## src/rtl/adder_16bit_seq_if.sv

```systemverilog
// rtl/adder_16bit_seq_if.sv - operand/result handshake bundle for adder_16bit_seq (OV present with ADDER_OVF_EN)
interface adder_16bit_seq_if #(
   parameter int WIDTH = 16
);
   logic             in_valid;
   logic             in_ready;
   logic [WIDTH:1]   A;
   logic [WIDTH:1]   B;
   logic             C_in;
   logic             out_valid;
   logic             out_ready;
   logic [WIDTH:1]   S;
   logic             C_out;
`ifdef ADDER_OVF_EN
   logic             OV;
`endif

   modport master (
      output in_valid, A, B, C_in, out_ready,
      input  in_ready, out_valid, S, C_out
`ifdef ADDER_OVF_EN
      , OV
`endif
   );

   modport slave (
      input  in_valid, A, B, C_in, out_ready,
      output in_ready, out_valid, S, C_out
`ifdef ADDER_OVF_EN
      , OV
`endif
   );
endinterface

```

## src/rtl/adder_16bit_seq.sv

```systemverilog
// rtl/adder_16bit_seq.sv - multi-cycle slice-serial adder with valid/ready handshake; ADDER_OVF_EN adds OV
module adder_16bit_seq #(
   parameter int WIDTH = 16,
   parameter int SLICE = 4
) (
   input logic              clk,
   input logic              rst,
   adder_16bit_seq_if.slave bus
);
   localparam int NSL  = WIDTH / SLICE;
   localparam int IDXW = (NSL > 1) ? $clog2(NSL) : 1;
   localparam logic [IDXW-1:0] LAST = IDXW'(NSL - 1);

   typedef enum logic [1:0] {IDLE, BUSY, DONE} state_t;

   state_t           state;
   state_t           next_state;
   logic [WIDTH:1]   a_r;
   logic [WIDTH:1]   b_r;
   logic [WIDTH:1]   partial_r;
   logic [WIDTH:1]   next_partial;
   logic             carry_r;
   logic [IDXW-1:0]  idx;
   logic [SLICE:0]   slice_sum;
   logic [WIDTH:1]   s_r;
   logic             c_out_r;
`ifdef ADDER_OVF_EN
   logic             ov_r;
`endif

   always_ff @(posedge clk or posedge rst) begin
      if (rst)
         state <= IDLE;
      else
         state <= next_state;
   end

   always_comb begin
      next_state = state;
      case (state)
         IDLE:    if (bus.in_valid)  next_state = BUSY;
         BUSY:    if (idx == LAST)   next_state = DONE;
         DONE:    if (bus.out_ready) next_state = IDLE;
         default: next_state = IDLE;
      endcase
   end

   // One slice per BUSY cycle; the final slice is merged into next_partial so S never shows a partial sum.
   always_comb begin
      slice_sum = {1'b0, a_r[int'(idx)*SLICE+1 +: SLICE]}
                + {1'b0, b_r[int'(idx)*SLICE+1 +: SLICE]}
                + {{SLICE{1'b0}}, carry_r};
      next_partial = partial_r;
      next_partial[int'(idx)*SLICE+1 +: SLICE] = slice_sum[SLICE-1:0];
   end

   always_ff @(posedge clk or posedge rst) begin
      if (rst) begin
         a_r       <= '0;
         b_r       <= '0;
         partial_r <= '0;
         carry_r   <= 1'b0;
         idx       <= '0;
         s_r       <= '0;
         c_out_r   <= 1'b0;
`ifdef ADDER_OVF_EN
         ov_r      <= 1'b0;
`endif
      end else begin
         case (state)
            IDLE: begin
               if (bus.in_valid) begin
                  a_r       <= bus.A;
                  b_r       <= bus.B;
                  carry_r   <= bus.C_in;
                  partial_r <= '0;
                  idx       <= '0;
               end
            end
            BUSY: begin
               partial_r <= next_partial;
               carry_r   <= slice_sum[SLICE];
               idx       <= idx + 1'b1;
               if (idx == LAST) begin
                  s_r     <= next_partial;
                  c_out_r <= slice_sum[SLICE];
`ifdef ADDER_OVF_EN
                  // Carry into the MSB recovered from the MSB sum bit, then XOR with carry out.
                  ov_r    <= a_r[WIDTH] ^ b_r[WIDTH] ^ next_partial[WIDTH] ^ slice_sum[SLICE];
`endif
               end
            end
            default: ;
         endcase
      end
   end

   assign bus.in_ready  = (state == IDLE);
   assign bus.out_valid = (state == DONE);
   assign bus.S         = s_r;
   assign bus.C_out     = c_out_r;
`ifdef ADDER_OVF_EN
   assign bus.OV        = ov_r;
`endif
endmodule

```

## src/flat_wrapper.sv

```systemverilog
// flat-port wrapper written by rule: the top's interface ports become plain ports
module adder_16bit_seq_flat 
#(
   parameter int WIDTH = 16,
   parameter int SLICE = 4
)
  (clk, rst, bus_in_valid, bus_A, bus_B, bus_C_in, bus_out_ready, bus_in_ready, bus_out_valid, bus_S, bus_C_out);
  adder_16bit_seq_if #(.WIDTH(WIDTH)) bus_i ();
  input logic clk;
  input logic rst;
  input wire logic [$bits(bus_i.in_valid)-1:0] bus_in_valid;
  input wire logic [$bits(bus_i.A)-1:0] bus_A;
  input wire logic [$bits(bus_i.B)-1:0] bus_B;
  input wire logic [$bits(bus_i.C_in)-1:0] bus_C_in;
  input wire logic [$bits(bus_i.out_ready)-1:0] bus_out_ready;
  output wire logic [$bits(bus_i.in_ready)-1:0] bus_in_ready;
  output wire logic [$bits(bus_i.out_valid)-1:0] bus_out_valid;
  output wire logic [$bits(bus_i.S)-1:0] bus_S;
  output wire logic [$bits(bus_i.C_out)-1:0] bus_C_out;
  assign bus_i.in_valid = bus_in_valid;
  assign bus_i.A = bus_A;
  assign bus_i.B = bus_B;
  assign bus_i.C_in = bus_C_in;
  assign bus_i.out_ready = bus_out_ready;
  assign bus_in_ready = bus_i.in_ready;
  assign bus_out_valid = bus_i.out_valid;
  assign bus_S = bus_i.S;
  assign bus_C_out = bus_i.C_out;
  adder_16bit_seq #(.WIDTH(WIDTH), .SLICE(SLICE)) u_core (.clk(clk), .rst(rst), .bus(bus_i));
endmodule
```

## config.mk

```make
export PLATFORM = sky130hd
export DESIGN_NAME = adder_16bit_seq_flat
export DESIGN_NICKNAME = d
export VERILOG_FILES = /design/src/rtl/adder_16bit_seq_if.sv /design/src/rtl/adder_16bit_seq.sv /design/src/flat_wrapper.sv
export SDC_FILE = /design/constraint.sdc
export NUM_CORES = 1
export LEC_CHECK = 0
export ABC_AREA = 1
export ABC_CLOCK_PERIOD_IN_PS = 5300
export CAP_MARGIN = 20
export CORE_MARGIN = 4
export CORE_UTILIZATION = 23
export DETAILED_ROUTE_END_ITERATION = 8
export SYNTH_ARGS = -nofsm -noshare
export SYNTH_HDL_FRONTEND = slang
export SYNTH_SLANG_ARGS = --single-unit
```

## constraint.sdc

```tcl
create_clock -name clk -period 5.3 [get_ports clk]
set_input_delay 0.53 -clock clk [delete_from_list [all_inputs] [get_ports clk]]
set_output_delay 0.53 -clock clk [all_outputs]
set_load 0.02 [all_outputs]
```

==> metrics.txt, run 1 <==
# TYPE chip_impl_metric gauge
chip_impl_metric{name="grt_start_max_net_pins",unit=""} 67
chip_impl_metric{name="cts_num_sinks",unit=""} 66
chip_impl_metric{name="postSynthCellCount",unit=""} 301
chip_impl_metric{name="syn_nets",unit=""} 347
chip_impl_info{name="ys_top_cells_by_area",value="sky130_fd_sc_hd__dfrtp_1 (52%), sky130_fd_sc_hd__mux2_4 (13%), sky130_fd_sc_hd__nand2_1 (7.1%)"} 1
chip_impl_metric{name="synth_sequential_area_ratio",unit="%"} 52.3
chip_impl_metric{name="setup_viol",unit=""} 0
chip_impl_metric{name="worst_slew_pin_slew",unit="ns"} 0.829
chip_impl_metric{name="routedWlPerCell",unit="um"} 13.9
chip_impl_info{name="crit_family",value="adder cells"} 1
chip_impl_metric{name="cts_buffer_depth",unit=""} 2
chip_impl_metric{name="relative_area_change_from_synthesis_to_final_layout",unit="%"} 31.3
chip_impl_info{name="yosysMostFrequentCell",value="sky130_fd_sc_hd__dfrtp_1"} 1
chip_impl_metric{name="finalPower",unit="uW"} 2760
chip_impl_metric{name="clk_latency_worst_skew_pair",unit="ns"} 0.33
chip_impl_metric{name="cts.reportedPaths.clkPinSlew",unit="ns"} 0.05
chip_impl_metric{name="remaining_drc_errors",unit=""} 0
chip_impl_metric{name="grt_pass1_vias",unit=""} 2383
chip_impl_info{name="critical_path.startpoint",value="u_core.idx[0]$_DFFE_PP0P_"} 1
chip_impl_metric{name="final_cell_area",unit="um2"} 4150
chip_impl_metric{name="placement_rows",unit=""} 42
chip_impl_metric{name="coreArea",unit="um2"} 13300
chip_impl_info{name="rsz0062_at_grt",value="no"} 1
chip_impl_metric{name="timing.reg2reg.worst_path_depth",unit=""} 9
chip_impl_metric{name="period_share",unit="%"} 64.9
chip_impl_metric{name="drv_cap",unit=""} 0
chip_impl_info{name="synth_top_cell_by_area",value="sky130_fd_sc_hd__dfrtp_1"} 1
chip_impl_metric{name="ant_nets",unit=""} 0
chip_impl_metric{name="critical_path_buf_inv_count",unit=""} 1
chip_impl_metric{name="globalRoute.totalOverflow",unit=""} 0
chip_impl_metric{name="die_height",unit="um"} 125
chip_impl_metric{name="synth.top_cell.area_share",unit="%"} 52.3
chip_impl_info{name="root_driver",value="sky130_fd_sc_hd__clkbuf_16"} 1
chip_impl_metric{name="fillerInstances",unit=""} 1383
chip_impl_info{name="crit_path_top_delay_cell",value="sky130_fd_sc_hd__dfrtp_1"} 1
chip_impl_metric{name="synth_area_per_cell",unit="um2"} 10.5
chip_impl_metric{name="combPwrFrac",unit="%"} 47.3
chip_impl_metric{name="r2r_slack",unit="ns"} 1.86
chip_impl_info{name="commonest_cells_post_synth",value="sky130_fd_sc_hd__dfrtp_1 (66), sky130_fd_sc_hd__nand2_1 (60), sky130_fd_sc_hd__o21ai_0 (35)"} 1
chip_impl_metric{name="clock_skew",unit="ns"} 0.00669
chip_impl_info{name="end_kind",value="register"} 1
chip_impl_metric{name="via_per_inst",unit=""} 4.31
chip_impl_info{name="timing.setup.critical_path_class",value="reg2reg"} 1
chip_impl_info{name="crit_end",value="u_core.partial_r[11]$_DFFE_PP0P_"} 1
chip_impl_metric{name="place.gp.congestion",unit=""} 0.782
chip_impl_metric{name="final_max_slew_viol_count",unit=""} 0
chip_impl_metric{name="drive_above_1_share",unit="%"} 14.4
chip_impl_metric{name="relative_contribution_of_sequential_cells_to_total_power",unit="%"} 32.4
chip_impl_info{name="status",value="finished, final reports clean"} 1
chip_impl_metric{name="detail_route.first_pass.iterations",unit=""} 5
chip_impl_metric{name="route.vias.total",unit=""} 2317
chip_impl_metric{name="cts_made_buffers",unit=""} 9
chip_impl_metric{name="n_antenna_cell",unit=""} 0
chip_impl_metric{name="fp.dieW",unit="um"} 125
chip_impl_metric{name="cts.repair.resized",unit=""} 0
chip_impl_metric{name="synth_enable_flop_cells",unit=""} 0
chip_impl_metric{name="post-route-min-period",unit="ns"} 3.44
chip_impl_metric{name="cell_internal_pwr",unit="uW"} 1670
chip_impl_metric{name="worstPathMaxFanout",unit=""} 26
chip_impl_metric{name="post_synth_num_cell_types",unit=""} 28
chip_impl_metric{name="drtIter0Drc",unit=""} 115
chip_impl_metric{name="post-dp-hpwl",unit="um"} 5570
chip_impl_info{name="worstHoldPathType",value="reg2reg"} 1
chip_impl_metric{name="report.final.hold_viol_count",unit=""} 0
chip_impl_metric{name="boundary_pin_count",unit=""} 56
chip_impl_metric{name="cts_hold_repair.buffers",unit=""} 0
chip_impl_metric{name="cts_post_setup_buffers_inserted",unit=""} 0
chip_impl_info{name="synth_ff_type",value="sky130_fd_sc_hd__dfrtp_1"} 1
chip_impl_metric{name="power.clock.fraction",unit="%"} 20.3
chip_impl_info{name="crit_path_start_kind",value="register"} 1
chip_impl_metric{name="area.sequential",unit="um2"} 1650
chip_impl_metric{name="arrival",unit="ns"} 3.63
chip_impl_metric{name="totalNegativeSetupSlack",unit="ns"} 0
chip_impl_metric{name="post_synth_instance_area",unit="um2"} 3160
chip_impl_metric{name="powerDensity",unit="nW/um2"} 665
chip_impl_metric{name="power.leakage",unit="uW"} 0.00189
chip_impl_metric{name="slowest_delay",unit="ns"} 0.82
chip_impl_metric{name="multi_input_area",unit="um2"} 1350
chip_impl_metric{name="antenna_violations_before_repair",unit=""} 0
chip_impl_info{name="cts_tree",value="yes"} 1
chip_impl_metric{name="finish.cell_count_without_fillers",unit=""} 538
chip_impl_metric{name="peakVddDrop",unit="mV"} 0.227
chip_impl_metric{name="swShare",unit="%"} 39.6
chip_impl_metric{name="synth-seq-cells",unit=""} 66
chip_impl_info{name="timing.rr.end",value="u_core.partial_r[11]$_DFFE_PP0P_"} 1
chip_impl_metric{name="first_pass_grt_wire_length",unit="um"} 12400
chip_impl_metric{name="timing.fmax",unit="MHz"} 291
chip_impl_metric{name="die_area",unit="um2"} 15700
chip_impl_metric{name="switching_power",unit="uW"} 1090
chip_impl_metric{name="numPlacedInstances",unit=""} 522
chip_impl_metric{name="cts-htree-levels",unit=""} 3
chip_impl_metric{name="postRouteWirelength",unit="um"} 7470
chip_impl_metric{name="slew_headroom",unit="%"} 44.7
chip_impl_info{name="path_cells",value="inv_1, o21ai_0, o22ai_1, fa_1, fa_1, xnor2_1, nor2_1, a22oi_1, o21ai_0"} 1
chip_impl_metric{name="async_flop_share",unit="%"} 100
chip_impl_metric{name="detailed_place.area",unit="um2"} 3870
chip_impl_info{name="regToRegStartpoint",value="u_core.idx[0]$_DFFE_PP0P_"} 1
chip_impl_metric{name="port_buffers",unit=""} 55
chip_impl_metric{name="path_depth",unit=""} 9
chip_impl_metric{name="cp.required",unit="ns"} 5.49
chip_impl_metric{name="start_util",unit="%"} 23.7
chip_impl_metric{name="synth.yosys.warnings",unit=""} 0
chip_impl_metric{name="groute.usage.overall",unit="%"} 9.81
chip_impl_metric{name="fin_nets",unit=""} 403
==> kinds of logic after synthesis <==
logic type / count (synthesis) / synth area share [%]
XOR/XNOR: 1 / 0.277
AND/OR/NAND/NOR: 101 / 13.5
adder cells (fa/ha/maj): 9 / 4.04
multiplexers: 32 / 14.7
AO/OA/AOI/OAI: 58 / 10.3
buffers and inverters: 34 / 4.91
flip-flops: 66 / 52.3
==> registers in the layout, indices dropped and copies added (netlist names) <==
| name | flops |
|---|---|
| u_core.a_r | 16 |
| u_core.b_r | 16 |
| u_core.bus.C_out | 1 |
| u_core.bus.S | 16 |
| u_core.carry_r | 1 |
| u_core.idx | 2 |
| u_core.partial_r | 12 |
| u_core.state | 2 |
==> stage by stage <==
stage | utilization (%) | setup WS (ns) | hold slack (ns)
finish | 31.1 | 1.86 | 0.478
global route | 31.1 | 1.53 | 0.508
CTS | 31.1 | 1.89 | 0.481
detailed placement | 29.0 | 1.90 | 0.466
global placement | 29.0 | 2.04 | 0.469
floorplan | - | 2.87 | 0.449
==> routing by layer <==
metal	wire length, um	global-route usage, %	vias to the layer above
met3	413	3.41	9
met4	78	3.00	0
met5	0	0	-
li1	-	-	1133
met2	3390	15.1	72
met1	3590	13.0	1103
==> cells in the final DEF, fill, tap and decap left out, types with 3 or more instances in the layout <==
| cell | instances |
|---|---|
| sky130_fd_sc_hd__nand3_1 | 9 |
| sky130_fd_sc_hd__nand2_1 | 60 |
| sky130_fd_sc_hd__nor2_1 | 23 |
| sky130_fd_sc_hd__ha_1 | 7 |
| sky130_fd_sc_hd__o22ai_1 | 12 |
| sky130_fd_sc_hd__a22oi_1 | 4 |
| sky130_fd_sc_hd__inv_2 | 3 |
| sky130_fd_sc_hd__dfrtp_1 | 66 |
| sky130_fd_sc_hd__nand4_1 | 5 |
| sky130_fd_sc_hd__clkdlybuf4s50_1 | 55 |
| sky130_fd_sc_hd__clkbuf_16 | 9 |
| sky130_fd_sc_hd__inv_1 | 18 |
| sky130_fd_sc_hd__mux2_4 | 28 |
| sky130_fd_sc_hd__o21ai_0 | 35 |
| sky130_fd_sc_hd__mux2_2 | 4 |
| sky130_fd_sc_hd__clkbuf_1 | 4 |
==> worst min-delay path by stage <==
stage	from	end	slack, ns	cells after the start
2_1_floorplan	u_core.partial_r[12]$_DFFE_PP0P_	u_core.partial_r[12]$_DFFE_PP0P_	0.45	2
5_1_grt	u_core.bus.S[8]$_DFFE_PP0P_	u_core.bus.S[8]$_DFFE_PP0P_	0.51	2
3_3_place_gp	u_core.partial_r[8]$_DFFE_PP0P_	u_core.partial_r[8]$_DFFE_PP0P_	0.47	2
3_5_place_dp	u_core.bus.S[13]$_DFFE_PP0P_	u_core.bus.S[13]$_DFFE_PP0P_	0.47	2
6_report	u_core.bus.S[13]$_DFFE_PP0P_	u_core.bus.S[13]$_DFFE_PP0P_	0.48	2
4_1_cts	u_core.bus.S[13]$_DFFE_PP0P_	u_core.bus.S[13]$_DFFE_PP0P_	0.48	2
==> worst min-delay path: stages (launching register included) <==
cell and delay (ns):
sky130_fd_sc_hd__dfrtp_1 0.34, sky130_fd_sc_hd__nand2_1 0.05, sky130_fd_sc_hd__nand2_1 0.05
==> area by class of cell <==
type                    instances  share of cell area [%]
repair buffers                 56                    13.4
well taps                     176                    5.31
inverters                      23                    2.08
clock buffers                  13                    5.79
clock inverters                 3                   0.965
multi-input cells             201                    32.6
flip-flops and latches         66                    39.8
==> power by group through the flow <==
stage / sequential [uW] / clock, uW / combinational, uW
2_1_floorplan: 866 / 0 / 969
3_3_place_gp: 894 / 0 / 1270
3_5_place_dp: 902 / 0 / 1310
4_1_cts: 897 / 575 / 1310
5_1_grt: 926 / 596 / 1450
6_report: 894 / 559 / 1310
Power figures use the tool's default switching activity.
==> run 2, diff against run 1 <==
- ABC_CLOCK_PERIOD_IN_PS: 5300 -> 3220
- clock period: 5.3 -> 3.22 ns (I/O delays scaled with it)
==> run 2 against run 1 <==
  * Sequential power increased by 58%
  * Critical path depth is the same
  * Clock power grew 86%
  * Count of clock-buffer cells in the layout shrank 2
  * Wire length up 0.87%
  * Non-clock buffer count grew 5
==> metrics.txt, run 2 (synthesis results as in run 1) <==
# TYPE chip_impl_metric gauge
chip_impl_metric{name="finish.utilization",unit="%"} 31.8
chip_impl_metric{name="cts_post_setup_buffers_inserted",unit=""} 0
chip_impl_metric{name="report.final.hold_viol_count",unit=""} 0
chip_impl_metric{name="relative_area_change_from_synthesis_to_final_layout",unit="%"} 34.2
chip_impl_metric{name="numPlacedInstances",unit=""} 527
chip_impl_metric{name="peakVddDrop",unit="mV"} 0.339
chip_impl_metric{name="route.vias.total",unit=""} 2332
chip_impl_metric{name="worstPathMaxFanout",unit=""} 15
chip_impl_metric{name="remaining_drc_errors",unit=""} 0
chip_impl_metric{name="cts_num_sinks",unit=""} 66
chip_impl_info{name="path_cells",value="inv_1, o21ai_0, o22ai_1, fa_1, fa_1, xnor2_1, nor2_1, a22oi_1, o21ai_0"} 1
chip_impl_metric{name="start_util",unit="%"} 23.7
chip_impl_metric{name="placement_rows",unit=""} 42
chip_impl_info{name="crit_path_top_delay_cell",value="sky130_fd_sc_hd__fa_1"} 1
chip_impl_metric{name="post-route-min-period",unit="ns"} 2.58
chip_impl_info{name="crit_path_start_kind",value="register"} 1
chip_impl_metric{name="detail_route.first_pass.iterations",unit=""} 4
chip_impl_metric{name="antenna_violations_before_repair",unit=""} 0
chip_impl_metric{name="coreArea",unit="um2"} 13300
chip_impl_info{name="end_kind",value="register"} 1
chip_impl_metric{name="grt_start_max_net_pins",unit=""} 67
chip_impl_metric{name="n_antenna_cell",unit=""} 0
chip_impl_metric{name="cts_hold_repair.buffers",unit=""} 0
chip_impl_metric{name="finish.cell_count_without_fillers",unit=""} 543
chip_impl_metric{name="slew_headroom",unit="%"} 58.8
chip_impl_metric{name="fillerInstances",unit=""} 1389
chip_impl_metric{name="totalNegativeSetupSlack",unit="ns"} 0
chip_impl_metric{name="powerDensity",unit="nW/um2"} 1110
chip_impl_info{name="layout_commonest_cell",value="sky130_fd_sc_hd__dfrtp_1"} 1
chip_impl_metric{name="cts_made_buffers",unit=""} 9
chip_impl_metric{name="slowest_delay",unit="ns"} 0.45
chip_impl_info{name="most-common-layout-cells",value="sky130_fd_sc_hd__dfrtp_1 (66), sky130_fd_sc_hd__nand2_1 (60), sky130_fd_sc_hd__clkdlybuf4s50_1 (55)"} 1
chip_impl_metric{name="drv_cap",unit=""} 0
chip_impl_metric{name="post-dp-hpwl",unit="um"} 5630
chip_impl_metric{name="cts-htree-levels",unit=""} 3
chip_impl_metric{name="port_buffers",unit=""} 55
chip_impl_info{name="status",value="finished, final reports clean"} 1
chip_impl_metric{name="boundary_pin_count",unit=""} 56
chip_impl_metric{name="power.leakage",unit="uW"} 0.00194
chip_impl_metric{name="drive_above_1_share",unit="%"} 16.3
chip_impl_metric{name="die_height",unit="um"} 125
chip_impl_metric{name="fp.dieW",unit="um"} 125
chip_impl_metric{name="grt_pass1_vias",unit=""} 2437
chip_impl_metric{name="place.gp.congestion",unit=""} 0.807
chip_impl_metric{name="worst_slew_pin_slew",unit="ns"} 0.619
chip_impl_metric{name="cts_buffer_depth",unit=""} 2
chip_impl_metric{name="cts.reportedPaths.clkPinSlew",unit="ns"} 0.05
chip_impl_info{name="root_driver",value="sky130_fd_sc_hd__clkbuf_16"} 1
chip_impl_metric{name="final_max_slew_viol_count",unit=""} 0
chip_impl_metric{name="period_share",unit="%"} 80.2
chip_impl_info{name="worstHoldPathType",value="in2async"} 1
chip_impl_metric{name="via_per_inst",unit=""} 4.29
chip_impl_metric{name="setup_viol",unit=""} 0
chip_impl_info{name="rsz0062_at_grt",value="no"} 1
chip_impl_metric{name="finalPower",unit="uW"} 4700
chip_impl_metric{name="ant_nets",unit=""} 0
chip_impl_metric{name="globalRoute.totalOverflow",unit=""} 0
chip_impl_info{name="cts_tree",value="yes"} 1
chip_impl_metric{name="groute.usage.overall",unit="%"} 10.0
chip_impl_metric{name="cp.required",unit="ns"} 3.39
chip_impl_metric{name="die_area",unit="um2"} 15700
chip_impl_metric{name="arrival",unit="ns"} 2.75
chip_impl_metric{name="postRouteWirelength",unit="um"} 7540
chip_impl_metric{name="timing.fmax",unit="MHz"} 387
chip_impl_metric{name="clk_latency_worst_skew_pair",unit="ns"} 0.32
chip_impl_metric{name="first_pass_grt_wire_length",unit="um"} 12800
chip_impl_info{name="timing.setup.critical_path_class",value="reg2reg"} 1
chip_impl_metric{name="fin_nets",unit=""} 408
chip_impl_metric{name="clock_skew",unit="ns"} 0.00614
chip_impl_metric{name="cts.repair.resized",unit=""} 0
chip_impl_metric{name="routedWlPerCell",unit="um"} 13.9
chip_impl_metric{name="drtIter0Drc",unit=""} 147
run 2: routing by layer:
metal | wire length (um) | GRT usage, %
met5 | 0 | 0
met4 | 98 | 2.55
met3 | 400 | 3.50
met2 | 3380 | 15.6
met1 | 3660 | 13.5
run 2: layout make-up:
cell class	instances	area (um2)	share of cell area (%)
Clock buffer	11	243	5.72
Clock inverter	5	77.6	1.83
Multi-Input combinational cell	201	1350	31.9
Tap cell	176	220	5.19
Inverter	23	86.3	2.04
Sequential cell	66	1650	38.9
Timing Repair Buffer	61	608	14.3
run 2: through the flow:
| step | area, um2 | worst slack, ns | hold slack, ns |
|---|---|---|---|
| after global routing | 4240 | 0.393 | 0.448 |
| final | 4240 | 0.639 | 0.400 |
| after CTS | 4240 | 0.670 | 0.428 |
| after global placement | 3920 | 0.793 | 0.468 |
| after floorplan | 3160 | 0.791 | 0.419 |
| after detailed placement | 3920 | 0.675 | 0.473 |
run 2: where the power goes:
part / internal, uW / leakage (uW) / switching, uW / total [uW]
combinational: 1000 / 0.000952 / 1250 / 2250
sequential: 1180 / 0.000834 / 229 / 1410
clock: 696 / 0.000156 / 342 / 1040
run 2: critical path, delay by kind of cell (launching register included):
kind            cells  cell delay [ns]
fa+ha+maj           2             0.87
compound gates      4             0.64
flops               1             0.41
buf+inv             1             0.22
xor+xnor            1             0.22
simple gates        1             0.08
run 2: path summary, 6_finish.rpt:
path / slack [ns] / cells after the start / endpoint / start
min in group clk: 0.48 / 2 / u_core.bus.S[8]$_DFFE_PP0P_ / u_core.bus.S[8]$_DFFE_PP0P_
setup / recovery: 0.64 / 9 / u_core.bus.S[7]$_DFFE_PP0P_ / u_core.idx[0]$_DFFE_PP0P_
hold reg to reg: 0.48 / 2 / u_core.bus.S[8]$_DFFE_PP0P_ / u_core.bus.S[8]$_DFFE_PP0P_
setup reg to reg: 0.64 / 9 / u_core.bus.S[7]$_DFFE_PP0P_ / u_core.idx[0]$_DFFE_PP0P_
hold / removal: 0.40 / 3 / u_core.bus.S[6]$_DFFE_PP0P_ / rst
max in group asynchronous: 2.54 / 3 / u_core.partial_r[12]$_DFFE_PP0P_ / rst
==> RTL edit 1 (settings of run 1) <==
Re-encode `state_t` (3 states) as one-hot, 3 bits wide.
--- a/src/rtl/adder_16bit_seq.sv
+++ b/src/rtl/adder_16bit_seq.sv
@@ -11,7 +11,7 @@
    localparam int IDXW = (NSL > 1) ? $clog2(NSL) : 1;
    localparam logic [IDXW-1:0] LAST = IDXW'(NSL - 1);
 
-   typedef enum logic [1:0] {IDLE, BUSY, DONE} state_t;
+   typedef enum logic [2:0] {IDLE = 3'b001, BUSY = 3'b010, DONE = 3'b100} state_t;
 
    state_t           state;
    state_t           next_state;
Formal check against the unedited RTL: no difference found for any inputs over 10 cycles, from zero or initial values and one cycle with rst high; not proved beyond that.
==> RTL edit 1 against run 1 <==
Global-route usage barely moved; sequential power fell by 5.8%; total power fell by 16%; utilization fell by 0.25 points; setup slack got worse by 0.0076 ns; clock skew fell by 0.0012 ns; combinational power fell by 27%; sequential cell count rose by 1; die area fell by 0.56%; area after synthesis fell by 0.59%; design area fell by 1.2%; largest power group unchanged; sequential share of layout area rose by 1.1 points; routed wire length rose by 0.44%.
==> RTL edit 1: results (changes against run 1) <==
INFO  global_routing grt_first_pass_wirelength=12540um [was 12400 um]
INFO  sta            worst_case_setup_margin_in_the_final_layout=1.851ns [was 1.859 ns]
INFO  yosys          mux_share_of_post_synthesis_cell_area=10.75% [was 14.73%]
INFO  drt            routed_wire_length_per_instance=13.57um [was 13.89 um]
INFO  clock_tree     cts_buffers=9 [unchanged]
INFO  global_routing grt_use_total=9.851% [was 9.812%]
INFO  yosys          synthXorXnorAreaFrac=0.2788% [was 0.2771%]
INFO  hold_path      worstHoldStart=u_core.bus.S[12]$_DFFE_PP0P_ [was u_core.bus.S[13]$_DFFE_PP0P_]
INFO  worst_setup_path critPathArrivalTime=3.69ns [was 3.63 ns]
INFO  yosys          post_synth_main_area_contributors=dfrtp_1 (53%), mux2_1 (9.0%), nand2_1 (8.5%) [was dfrtp_1 (52%), mux2_4 (13%), nand2_1 (7.1%)]
INFO  yosys          synth_sequential_area_ratio=53.41% [was 52.26%]
INFO  placed_design  place_congestion=0.8739 [was 0.7818]
INFO  placed_design  placement.cell_area=3839um^2 [was 3870 um^2]
INFO  yosys          synth-compound-area-share=10.31% [was 10.25%]
INFO  global_routing grt_pass1_vias=2541 [was 2383]
INFO  yosys          postSynthNetCount=366 [was 347]
INFO  status         status=finished clean [unchanged]
INFO  drt            number_of_drc_violations_after_detailed_routing_iteration_0=143 [was 115]
INFO  placed_design  port_buffers=55 [unchanged]
INFO  placed_design  place.detailed.hpwl=5579um [was 5572 um]
INFO  clock_tree     postCtsResizedCells=0 [unchanged]
INFO  layout         number_of_antenna_diodes=0 [unchanged]
INFO  sta            worst_clock_skew=0.005503ns [was 0.006687 ns]
INFO  worst_setup_path timing.rr.end=u_core.partial_r[6]$_DFFE_PP0P_ [was u_core.partial_r[11]$_DFFE_PP0P_]
INFO  layout         post_route_cells_drive_above_1_share=7.427% [was 14.36%]
INFO  worst_setup_path critical_path.reg2reg.startpoint=u_core.idx[0]$_DFFE_PP0P_ [unchanged]
INFO  yosys          synth-adder-area-share=4.062% [was 4.038%]
INFO  worst_setup_path ff2ff_path_depth=10 [was 9]
INFO  sta            tightestPinTransition=0.8368ns [was 0.8294 ns]
INFO  global_routing grt_max_degree=68 [was 67]
INFO  clock_tree     cts.reportedPaths.clkPinSlew=0.05ns [about the same]
INFO  drt            dr_vias=2356 [was 2317]
INFO  pwr            max-vdd-ir-drop=0.2143mV [was 0.2269 mV]
INFO  layout         finalNetCount=419 [was 403]
INFO  yosys          ys_top_cells_by_count=nand2_1 (71), dfrtp_1 (66), o21ai_0 (33) [was dfrtp_1 (66), nand2_1 (60), o21ai_0 (35)]
==> RTL edit 1: metal layers <==
| metal | up-vias | GRT usage, % | wire length, um |
|---|---|---|---|
| li1 | 1167 | - | - |
| met1 | 1122 | 12.66 | 3523 |
| met4 | 0 | 3.189 | 128 |
| met2 | 55 | 15.97 | 3560 |
| met3 | 12 | 2.873 | 291 |
| met5 | - | 0 | 0 |
==> RTL edit 1: logic make-up (layout without fill, tap and decap cells) <==
family / count (synthesis) / in the layout
flip-flops: 67 / 67
XOR/XNOR: 1 / 1
multiplexers: 30 / 30
AO/OA/AOI/OAI: 57 / 57
buffers and inverters: 43 / 100
adder cells (fa/ha/maj): 9 / 9
AND/OR/NAND/NOR: 113 / 113
==> RTL edit 1: worst max-delay path: stages (launching register included) <==
cell and delay [ns]:
dfrtp_1 0.82, inv_1 0.54, o21ai_0 0.34, o22ai_1 0.13, fa_1 0.40, inv_1 0.08, fa_1 0.44, or2_2 0.31
inv_1 0.07, a22oi_1 0.07, o21ai_0 0.16
==> RTL edit 1: power breakdown <==
part / total [mW] / internal [mW] / switching (mW)
logic: 0.959 / 0.395 / 0.563
registers: 0.842 / 0.705 / 0.137
clock network: 0.523 / 0.324 / 0.199
==> RTL edit 1: area by class of cell <==
class | instances | area, um^2
clock buffer | 12 | 246.5
tap | 176 | 220.2
multi-input combinational | 210 | 1274
inverter | 29 | 108.9
clock inverter | 3 | 15.01
timing repair buffer | 56 | 558.0
sequential | 67 | 1678
fill | 1378 | 9195
==> RTL edit 1: metrics by stage <==
| stage | instances | util [%] | hold WS, ns | power (mW) |
|---|---|---|---|---|
| finish | 553 | 30.84 | 0.4788 | 2.323 |
| global route | 553 | 30.84 | 0.4955 | 2.512 |
| CTS | 553 | 30.84 | 0.4856 | 2.346 |
| detailed placement | 538 | 28.87 | 0.4726 | 1.814 |
| global placement | 538 | 28.87 | 0.4678 | 1.780 |
| floorplan | 320 | - | 0.4492 | 1.525 |
==> RTL edit 1: how the worst min path moves through the flow <==
stage / end / cells after the start
2_1_floorplan: u_core.partial_r[12]$_DFFE_PP0P_ / 2
3_3_place_gp: u_core.partial_r[4]$_DFFE_PP0P_ / 2
3_5_place_dp: u_core.partial_r[8]$_DFFE_PP0P_ / 2
4_1_cts: u_core.partial_r[8]$_DFFE_PP0P_ / 2
5_1_grt: u_core.partial_r[8]$_DFFE_PP0P_ / 2
6_report: u_core.bus.S[12]$_DFFE_PP0P_ / 2
==> RTL edit 2 (flow settings as in run 1) <==
Without the edit above. `SLICE` is set to 4 in 2 places; all go to 8.
--- a/src/rtl/adder_16bit_seq.sv
+++ b/src/rtl/adder_16bit_seq.sv
@@ -1,7 +1,7 @@
 // rtl/adder_16bit_seq.sv - multi-cycle slice-serial adder with valid/ready handshake; ADDER_OVF_EN adds OV
 module adder_16bit_seq #(
    parameter int WIDTH = 16,
-   parameter int SLICE = 4
+   parameter int SLICE = 8
 ) (
    input logic              clk,
    input logic              rst,
--- a/src/flat_wrapper.sv
+++ b/src/flat_wrapper.sv
@@ -2,7 +2,7 @@
 module adder_16bit_seq_flat 
 #(
    parameter int WIDTH = 16,
-   parameter int SLICE = 4
+   parameter int SLICE = 8
 )
   (clk, rst, bus_in_valid, bus_A, bus_B, bus_C_in, bus_out_ready, bus_in_ready, bus_out_valid, bus_S, bus_C_out);
   adder_16bit_seq_if #(.WIDTH(WIDTH)) bus_i ();
Function: changed (a bounded check fails within 4 cycles, from zero or initial values and one cycle with rst high).
==> RTL edit 2 against run 1 <==
Global-route usage grew 0.36 points; area after synthesis fell by 8.6%; hold slack got worse by 0.0018 ns; design area fell by 6.8%; cell count is 8.7% higher; routed wire length fell by 9.2%; setup slack gained 0.83 ns; via count grew 2.0%; total power down 2.7%; sequential cell count decreased by 5; die area is 8.0% lower; critical endpoint is now u_core.bus.S[16]$_DFFE_PP0P_; largest power group unchanged; highest routed layer unchanged.
==> RTL edit 2: results (changes against run 1) <==
INFO  pwr            p_leak=1.954nW [was 1.895 nW]
INFO  yosys          ys_top_cells_by_count=nand2_1 (168), dfrtp_1 (61), inv_1 (35) [was dfrtp_1 (66), nand2_1 (60), o21ai_0 (35)]
INFO  global_routing grt_first_pass_wirelength=11760um [was 12400 um]
INFO  worst_setup_path worst_setup_sp=u_core.idx$_DFFE_PP0P_ [was u_core.idx[0]$_DFFE_PP0P_]
INFO  sta            worst_clock_skew=0.006893ns [was 0.006687 ns]
INFO  drt            dr_vias=2363 [was 2317]
INFO  drt            postRouteWirelength=6783um [was 7471 um]
INFO  yosys          mux_share_of_post_synthesis_cell_area=0% [was 14.73%]
INFO  global_routing grt_max_degree=62 [was 67]
INFO  worst_setup_path critPathArrivalTime=2.81ns [was 3.63 ns]
INFO  worst_setup_path critical_path.max_fanout=31 [was 26]
INFO  layout         final_cell_count_no_fill=585 [was 538]
INFO  yosys          synth-compound-area-share=7.056% [was 10.25%]
INFO  hold_path      worstHoldStart=u_core.partial_r[5]$_DFFE_PP0P_ [was u_core.bus.S[13]$_DFFE_PP0P_]
INFO  yosys          postSynthCellCount=358 [was 301]
INFO  layout         multiInputGateArea=1147um^2 [was 1354 um^2]
INFO  drt            number_of_drc_violations_after_detailed_routing_iteration_0=128 [was 115]
INFO  layout         sh_seq_area=39.47% [was 39.79%]
INFO  pwr            max-vdd-ir-drop=0.2694mV [was 0.2269 mV]
INFO  placed_design  place.detailed.hpwl=5054um [was 5572 um]
INFO  layout         fillers=1293 [was 1383]
INFO  status         status=finished clean [unchanged]
INFO  layout         num-multi-input-gates=246 [was 201]
INFO  hold_path      hold_worst_path_end=u_core.partial_r[5]$_DFFE_PP0P_ [was u_core.bus.S[13]$_DFFE_PP0P_]
INFO  global_routing use_met3=3.487% [was 3.412%]
INFO  global_routing grt_pass1_vias=2453 [was 2383]
INFO  layout         nClkBuffers=14 [was 13]
INFO  yosys          postSynthNetCount=404 [was 347]
INFO  global_routing use_met2=15.60% [was 15.12%]
==> RTL edit 2: cell count changes in the layout (fill, tap and decap cells not counted), moves of 9 or more <==
cell            run 1  this run
mux2_4             28         0
o22ai_1            12         3
nand2_1            60       168
nor2_1             23         6
inv_1              18        34
o21ai_0            35        23
==> RTL edit 2: through the flow <==
step	instance area [um^2]	setup WS, ns
global route	3867	2.379
detailed placement	3588	2.704
finish	3867	2.693
global placement	3588	2.829
floorplan	2890	3.175
CTS	3867	2.697
==> RTL edit 2: metal layers <==
metal | routed length [um] | vias up | part of all wire, %
met5 | 0 | - | 0
met1 | 3273 | 1073 | 48
met3 | 402 | 6 | 5.9
li1 | - | 1213 | -
met2 | 3042 | 71 | 45
met4 | 64 | 0 | 0.94
==> RTL edit 2: power by group <==
part | internal [mW] | switching [mW] | leakage [nW]
registers | 0.688 | 0.140 | 0.768
logic | 0.501 | 0.822 | 1.05
clock network | 0.350 | 0.183 | 0.139
